File: src/rtl/codec_mm_slave_v2.sv
`default_nettype none
// +----------------------------------------------------------------------------+
// | Module      : codec_mm_slave_v2                                            |
// | Description : Avalon-MM slave bridging the host CPU to the WM8731 codec    |
// |               datapath (I2C packet path, DAC FIFO, ADC FIFO), with FIFO    |
// |               threshold interrupts and optional burst support.             |
// |               Optional feature macro: CODEC_BURST_EN (burst FSM and        |
// |               BURST_REM read-back; when undefined addr 7 reads 0).         |
// | Revision    : 2.0 - parametrised widths, threshold IRQs, burst read-back   |
// +----------------------------------------------------------------------------+
module codec_mm_slave_v2 #(
   parameter int DATA_W = 32,
   parameter int I2C_W  = 24,
   parameter int LVL_W  = 8,
   parameter int BCNT_W = 8
) (
   input  logic              Clk,
   input  logic              Rst_n,
   input  logic              slave_chipselect,
   input  logic              slave_read,
   input  logic              slave_write,
   input  logic [2:0]        slave_address,
   input  logic [DATA_W-1:0] slave_writedata,
   output logic [DATA_W-1:0] slave_readdata,
   output logic              slave_waitrequest,
   input  logic              slave_beginbursttransfer,
   input  logic [BCNT_W-1:0] slave_burstcount,
   output logic              slave_irq,
   input  logic              i2c_idle,
   output logic [I2C_W-1:0]  i2c_packet,
   output logic              wr_i2c,
   input  logic              dac_fifo_full,
   input  logic [LVL_W-1:0]  dac_fifo_level,
   output logic [DATA_W-1:0] dac_fifo_in,
   output logic              wr_dac_fifo,
   input  logic              adc_fifo_empty,
   input  logic              adc_fifo_full,
   input  logic [LVL_W-1:0]  adc_fifo_level,
   input  logic [DATA_W-1:0] adc_fifo_out,
   output logic              rd_adc_fifo
);

   localparam logic [2:0] c_ADDR_I2C_CMD  = 3'd0;
   localparam logic [2:0] c_ADDR_STATUS   = 3'd1;
   localparam logic [2:0] c_ADDR_DAC_DATA = 3'd2;
   localparam logic [2:0] c_ADDR_ADC_DATA = 3'd3;
   localparam logic [2:0] c_ADDR_IRQ_MASK = 3'd4;
   localparam logic [2:0] c_ADDR_IRQ_PEND = 3'd5;
   localparam logic [2:0] c_ADDR_THRESH   = 3'd6;

   logic              w_valid_wr, w_valid_rd, w_wait, w_wr_acc, w_rd_acc;
   logic [2:0]        w_wr_addr, w_rd_addr;
   logic              w_adc_thr_hit, w_dac_thr_low;
   logic [3:0]        w_evt_src, w_pend_clr;
   logic [DATA_W-1:0] w_rdata, w_burst_rem;

   logic [I2C_W-1:0]  r_i2c_cmd;
   logic [DATA_W-1:0] r_dac_data;
   logic [5:0]        r_status;
   logic [3:0]        r_irq_mask, r_irq_pend, r_prev_src;
   logic [LVL_W-1:0]  r_adc_thr, r_dac_thr;
   logic              r_wr_i2c, r_wr_dac, r_irq;

   assign w_valid_wr = slave_chipselect & slave_write;
   assign w_valid_rd = slave_chipselect & slave_read;

   // Stall only when the addressed resource cannot take the beat
   assign w_wait = (w_valid_wr && (w_wr_addr == c_ADDR_I2C_CMD)  && !i2c_idle)
                 | (w_valid_wr && (w_wr_addr == c_ADDR_DAC_DATA) && dac_fifo_full)
                 | (w_valid_rd && (w_rd_addr == c_ADDR_ADC_DATA) && adc_fifo_empty);

   assign w_wr_acc = w_valid_wr & ~w_wait;
   assign w_rd_acc = w_valid_rd & ~w_wait;

   assign slave_waitrequest = w_wait;
   assign rd_adc_fifo       = w_rd_acc && (w_rd_addr == c_ADDR_ADC_DATA);
   assign i2c_packet        = r_i2c_cmd;
   assign wr_i2c            = r_wr_i2c;
   assign dac_fifo_in       = r_dac_data;
   assign wr_dac_fifo       = r_wr_dac;
   assign slave_irq         = r_irq;

   // A zero threshold disables its flag
   assign w_adc_thr_hit = (r_adc_thr != '0) && (adc_fifo_level >= r_adc_thr);
   assign w_dac_thr_low = (r_dac_thr != '0) && (dac_fifo_level <  r_dac_thr);
   assign w_evt_src     = {adc_fifo_full, w_dac_thr_low, w_adc_thr_hit, i2c_idle};
   assign w_pend_clr    = (w_wr_acc && (w_wr_addr == c_ADDR_IRQ_PEND)) ? slave_writedata[3:0] : 4'b0;

`ifdef CODEC_BURST_EN
   localparam logic [1:0]        c_ST_IDLE   = 2'd0;
   localparam logic [1:0]        c_ST_RBURST = 2'd1;
   localparam logic [1:0]        c_ST_WBURST = 2'd2;
   localparam logic [BCNT_W-1:0] c_BCNT_ONE  = {{(BCNT_W-1){1'b0}}, 1'b1};

   logic [1:0]        r_state;
   logic [BCNT_W-1:0] r_bcount;
   logic [2:0]        r_burst_addr;
   logic              w_burst_start, w_start_acc;

   // Beats of a burst reuse the first beat's address; the other direction decodes normally
   assign w_rd_addr     = (r_state == c_ST_RBURST) ? r_burst_addr : slave_address;
   assign w_wr_addr     = (r_state == c_ST_WBURST) ? r_burst_addr : slave_address;
   assign w_burst_start = slave_chipselect && slave_beginbursttransfer
                       && (slave_burstcount != '0) && (slave_read ^ slave_write);
   assign w_start_acc   = slave_read ? w_rd_acc : w_wr_acc;

   // Remaining-beat count, zero-extended for read-back
   always_comb begin
      w_burst_rem = '0;
      w_burst_rem[BCNT_W-1:0] = r_bcount;
   end

   // Burst tracker: load on the first beat, count accepted beats in the burst direction
   always_ff @(posedge Clk or posedge Rst_n) begin
      if (Rst_n) begin
         r_state      <= c_ST_IDLE;
         r_bcount     <= '0;
         r_burst_addr <= '0;
      end else begin
         case (r_state)
            c_ST_IDLE: begin
               if (w_burst_start) begin
                  r_burst_addr <= slave_address;
                  if (w_start_acc && (slave_burstcount == c_BCNT_ONE)) begin
                     r_bcount <= '0;
                  end else begin
                     r_bcount <= w_start_acc ? (slave_burstcount - c_BCNT_ONE) : slave_burstcount;
                     r_state  <= slave_read ? c_ST_RBURST : c_ST_WBURST;
                  end
               end
            end
            c_ST_RBURST, c_ST_WBURST: begin
               if ((r_state == c_ST_RBURST) ? w_rd_acc : w_wr_acc) begin
                  if (r_bcount == c_BCNT_ONE) begin
                     r_bcount <= '0;
                     r_state  <= c_ST_IDLE;
                  end else begin
                     r_bcount <= r_bcount - c_BCNT_ONE;
                  end
               end
            end
            default: begin
               r_state  <= c_ST_IDLE;
               r_bcount <= '0;
            end
         endcase
      end
   end
`else
   logic w_unused_burst;

   assign w_rd_addr      = slave_address;
   assign w_wr_addr      = slave_address;
   assign w_burst_rem    = '0;
   assign w_unused_burst = ^{slave_beginbursttransfer, slave_burstcount};
`endif

   // Read-data mux; the bus reads 0 outside a valid read
   always_comb begin
      w_rdata = '0;
      case (w_rd_addr)
         c_ADDR_I2C_CMD:  w_rdata[I2C_W-1:0] = r_i2c_cmd;
         c_ADDR_STATUS:   w_rdata[5:0]       = r_status;
         c_ADDR_DAC_DATA: w_rdata            = r_dac_data;
         c_ADDR_ADC_DATA: w_rdata            = adc_fifo_out;
         c_ADDR_IRQ_MASK: w_rdata[3:0]       = r_irq_mask;
         c_ADDR_IRQ_PEND: w_rdata[3:0]       = r_irq_pend;
         c_ADDR_THRESH: begin
            w_rdata[LVL_W-1:0] = r_adc_thr;
            for (int i = 0; i < LVL_W; i++)
               if (16 + i < DATA_W) w_rdata[16 + i] = r_dac_thr[i];
         end
         default:         w_rdata            = w_burst_rem;
      endcase
      slave_readdata = w_valid_rd ? w_rdata : '0;
   end

   // Host-writable registers and the one-cycle I2C / DAC push strobes
   always_ff @(posedge Clk or posedge Rst_n) begin
      if (Rst_n) begin
         r_i2c_cmd  <= '0;
         r_dac_data <= '0;
         r_irq_mask <= '0;
         r_adc_thr  <= '0;
         r_dac_thr  <= '0;
         r_wr_i2c   <= 1'b0;
         r_wr_dac   <= 1'b0;
      end else begin
         r_wr_i2c <= w_wr_acc && (w_wr_addr == c_ADDR_I2C_CMD);
         r_wr_dac <= w_wr_acc && (w_wr_addr == c_ADDR_DAC_DATA);
         if (w_wr_acc) begin
            case (w_wr_addr)
               c_ADDR_I2C_CMD:  r_i2c_cmd  <= slave_writedata[I2C_W-1:0];
               c_ADDR_DAC_DATA: r_dac_data <= slave_writedata;
               c_ADDR_IRQ_MASK: r_irq_mask <= slave_writedata[3:0];
               c_ADDR_THRESH: begin
                  r_adc_thr <= slave_writedata[LVL_W-1:0];
                  for (int i = 0; i < LVL_W; i++)
                     if (16 + i < DATA_W) r_dac_thr[i] <= slave_writedata[16 + i];
               end
               default: ;
            endcase
         end
      end
   end

   // Status snapshot, edge detection, pending bits (set beats clear) and IRQ line
   always_ff @(posedge Clk or posedge Rst_n) begin
      if (Rst_n) begin
         r_status   <= '0;
         r_prev_src <= '0;
         r_irq_pend <= '0;
         r_irq      <= 1'b0;
      end else begin
         r_status   <= {w_dac_thr_low, w_adc_thr_hit, adc_fifo_empty, adc_fifo_full, dac_fifo_full, i2c_idle};
         r_prev_src <= w_evt_src;
         r_irq_pend <= (r_irq_pend & ~w_pend_clr) | (w_evt_src & ~r_prev_src);
         r_irq      <= |(r_irq_pend & r_irq_mask);
      end
   end

endmodule
`default_nettype wire
File: config.mk
export PLATFORM = sky130hd
export DESIGN_NAME = codec_mm_slave_v2
export DESIGN_NICKNAME = d
export VERILOG_FILES = /design/src/rtl/codec_mm_slave_v2.sv
export SDC_FILE = /design/constraint.sdc
export NUM_CORES = 1
export LEC_CHECK = 0
export BUFFER_PORTS_ARGS = -buffer_cell sky130_fd_sc_hd__buf_4
export CAP_MARGIN = 20
export CORE_MARGIN = 3
export CORE_UTILIZATION = 53
export DETAILED_ROUTE_END_ITERATION = 10
export GPL_ROUTABILITY_DRIVEN = 0
export PLACE_DENSITY_LB_ADDON = 0.3
export SKIP_LAST_GASP = 1
export SYNTH_ARGS = -nofsm -noshare
export SYNTH_HDL_FRONTEND = slang
export SYNTH_SLANG_ARGS = --single-unit
File: constraint.sdc
create_clock -name Clk -period 5.8 [get_ports Clk]
set_clock_uncertainty 0.05 [all_clocks]
set_input_delay 0.29 -clock Clk [delete_from_list [all_inputs] [get_ports Clk]]
set_output_delay 0.29 -clock Clk [all_outputs]
set_load 0.01 [all_outputs]
==> results.json <==
{
  "status": "finished clean",
  "syn_inst": 434,
  "r2r_slack_ns": 4.06,
  "peakVddDrop_mv": 0.153,
  "drt-initial-drc-count": 110,
  "worstPathRequired_ns": 5.46,
  "overflow": 0,
  "min_from": "i2c_idle",
  "route.detailed.drc": 0,
  "crit_arrival_ns": 1.97,
  "placed_cells": 701,
  "core_area_mm2": 0.00885,
  "cts_tree": "done",
  "clock.fmax_mhz": 433,
  "cts_root_buffer": "clkbuf_8",
  "routedWlPerCell_um": 18.7,
  "ios": 194,
  "cts.clk_slew.worst_paths_ns": 0.08,
  "dieArea_mm2": 0.0104,
  "hold_buffers": 2,
  "cpMostUsedCell": "buf_4",
  "critPathLaunchType": "primary input",
  "post-route-period-util": 0.398,
  "whs_endpoint": "r_prev_src[0]",
  "r2r-start": "r_adc_thr[2]",
  "syn_area_mm2": 0.00488,
  "start_util": 0.552,
  "portBuffers": 184,
  "yosys_warnings": 0,
  "synth_nets": 550,
  "fin_crit_ns": 2.31,
  "fin_tns_setup_ns": 0,
  "fin_cells": 723,
  "rsz0062_at_grt": "no",
  "slowest_stage": "nand2b_1",
  "place_area_mm2": 0.00624,
  "r2r-end": "r_irq_pend[1]",
  "critPathMaxFanout": 49,
  "clock_path_buffers": 2,
  "hold_depth": 1,
  "holdWs_ns": 0.0340,
  "die_y_um": 102,
  "p_leak_nw": 3.35,
  "max_cap_violations": 0,
  "syn2layout_area_growth_pct": 33.5,
  "hold_viol_final": 0,
  "drive_above_1_share": 0.449,
  "grt_use_total": 0.262,
  "ys_seq_area_frac": 0.456,
  "relSlewSlack": 0.449,
  "fillers": 628,
  "grt_max_degree": 90,
  "vias": 4082,
  "cts_sinks": 89,
  "crit_type": "primary input to output pin",
  "syn_area_per_cell_um2": 11.2,
  "setup_viol_count_final": 0,
  "cts_buffers": 9,
  "hp-class": "primary input to flip-flop",
  "wl_mm": 13.5,
  "endpoint_kind": "output pin",
  "finalInstanceArea_mm2": 0.00652,
  "reg2reg_depth": 6,
  "synth.distinct_cells": 44,
  "nets": 726,
  "powerDensity_mw_per_mm2": 283,
  "diodes": 0,
  "p_total_w": 0.00184,
  "clk_latency_ns": 0.36,
  "grt_pass1_wl_mm": 21.3,
  "dr.pass1.iters": 5,
  "antenna_left": 0,
  "worstPathCellList": "buf_4 > nand2b_1 > o22ai_1 > a22oi_1 > nor2_1 > buf_4",
  "worst_path_largest_cell_delay_ns": 0.57,
  "drv_slew": 0,
  "die_x_um": 102,
  "post_cts_buffers": 0,
  "dp_hpwl_mm": 9.57,
  "ys_ff_latch": 89,
  "worstMarginPinSlew_ns": 0.823,
  "viasPerCell": 5.65,
  "num_rows": 34,
  "cts_resized": 0,
  "antenna_found_initial": 0,
  "grt_pass1_vias": 4176,
  "cts_max_level": 3
}
## how the worst max path moves through the flow
| stage | start | end | slack [ns] | cells after the start |
|---|---|---|---|---|
| floorplan | Rst_n | dac_fifo_in[0] | 3.15 | 1 |
| global placement | slave_address[0] | r_adc_thr[0] | 3.18 | 4 |
| detailed placement | slave_address[0] | r_adc_thr[0] | 3.13 | 4 |
| CTS | slave_address[0] | slave_readdata[21] | 3.50 | 6 |
| global route | slave_address[0] | slave_readdata[21] | 3.39 | 6 |
| finish | slave_address[0] | slave_readdata[21] | 3.49 | 6 |
## flip-flops by register name, indices dropped and copies added (netlist names)
| signal | count |
|---|---|
| r_irq_mask | 4 |
| r_adc_thr | 8 |
| r_prev_src | 3 |
| dac_fifo_in | 32 |
| r_irq_pend | 4 |
| r_status | 3 |
| i2c_packet | 24 |
| wr_dac_fifo | 1 |
| wr_i2c | 1 |
| r_dac_thr | 8 |
| slave_irq | 1 |
## synth_stat cells (all sizes together)
cell    count  area, µm²
a211oi      7       52.6
a21bo       1       10.0
a21oi      15       75.1
a221o       1       10.0
a22o        3       26.3
a22oi      12       90.1
a31o        2       17.5
and2        1       6.26
buf        19        151
clkbuf      8       30.0
dfrtp      89       2230
ha         15        188
inv        21       78.8
mux2       61        796
mux2i      34        340
mux4        4       93.8
nand2      25       93.8
nand2b      2       12.5
nand3       4       25.0
nand3b      1       7.51
nand4       3       18.8
nor2       52        195
nor2b       3       18.8
nor3        3       20.0
nor3b       1       7.51
nor4        2       12.5
o211a       3       30.0
o211ai      2       15.0
o21a        1       7.51
o21ai      22        110
o22ai      10       62.6
o31ai       2       15.0
or2         2       12.5
or3         1       6.26
or4         2       18.8
## cell type report
class                      count  area, µm²  area share
clock buffer                  12        145      0.0223
timing repair buffer         192       1480       0.227
sequential                    89       2230       0.342
inverter                      21       80.1      0.0123
clock inverter                 4       52.6     0.00806
tap                          108        135      0.0207
multi-input combinational    297       2400       0.368
## through the flow
stage	util	setup WS, ns
after detailed placement	0.705	3.13
after CTS	0.729	3.50
after global placement	0.705	3.18
final	0.736	3.49
after global routing	0.736	3.39
after floorplan	-	3.15
## worst max-delay path, delay by kind of cell
family                 cells  cell delay (ns)
and+or+nand+nor            2             0.63
buffers and inverters      2             0.67
AOI/OAI and AO/OA          2             0.35
## where the power goes
part | switching (W) | internal [W]
Combinational | 0.000251 | 0.000320
Clock | 0.000225 | 0.000212
Sequential | 0.0000940 | 0.000740
Total | 0.000570 | 0.00127
## placed cells by master (no fill, tap or decap), drive strengths merged, types with 2 or more instances in the layout
| cell type | synthesis | final |
|---|---|---|
| buf | 19 | 188 |
| dfrtp | 89 | 89 |
| mux2 | 61 | 61 |
| nor2 | 52 | 52 |
| mux2i | 34 | 34 |
| nand2 | 25 | 25 |
| o21ai | 22 | 22 |
| inv | 21 | 20 |
| a21oi | 15 | 15 |
| ha | 15 | 15 |
| a22oi | 12 | 12 |
| clkbuf | 8 | 12 |
| o22ai | 10 | 10 |
| a211oi | 7 | 7 |
| dlygate4sd3 | 0 | 4 |
| nand3 | 4 | 4 |
| mux4 | 4 | 4 |
| nand4 | 3 | 3 |
| o211a | 3 | 3 |
| nor2b | 3 | 3 |
| a22o | 3 | 3 |
| clkinvlp | 0 | 3 |
| nor3 | 3 | 3 |
| nand2b | 2 | 2 |
| nor4 | 2 | 2 |
| o31ai | 2 | 2 |
| o211ai | 2 | 2 |
| a31o | 2 | 2 |
| or2 | 2 | 2 |
| or4 | 2 | 2 |
## kinds of logic after synthesis
kind of cell | Yosys count | share of synthesized area
buffers and inverters | 48 | 0.0533
and+or+nand+nor | 102 | 0.0933
DFF | 89 | 0.456
AOI/OAI and AO/OA | 81 | 0.107
adders and majority gates | 15 | 0.0384
muxes | 99 | 0.252
## layer usage
layer	track usage	routed length [µm]	vias to the layer above
met4	0.0716	149	0
met3	0.0758	1030	17
li1	-	-	1906
met2	0.442	6880	167
met5	0	0	-
met1	0.332	5460	1992
Power figures use the tool's default switching activity.
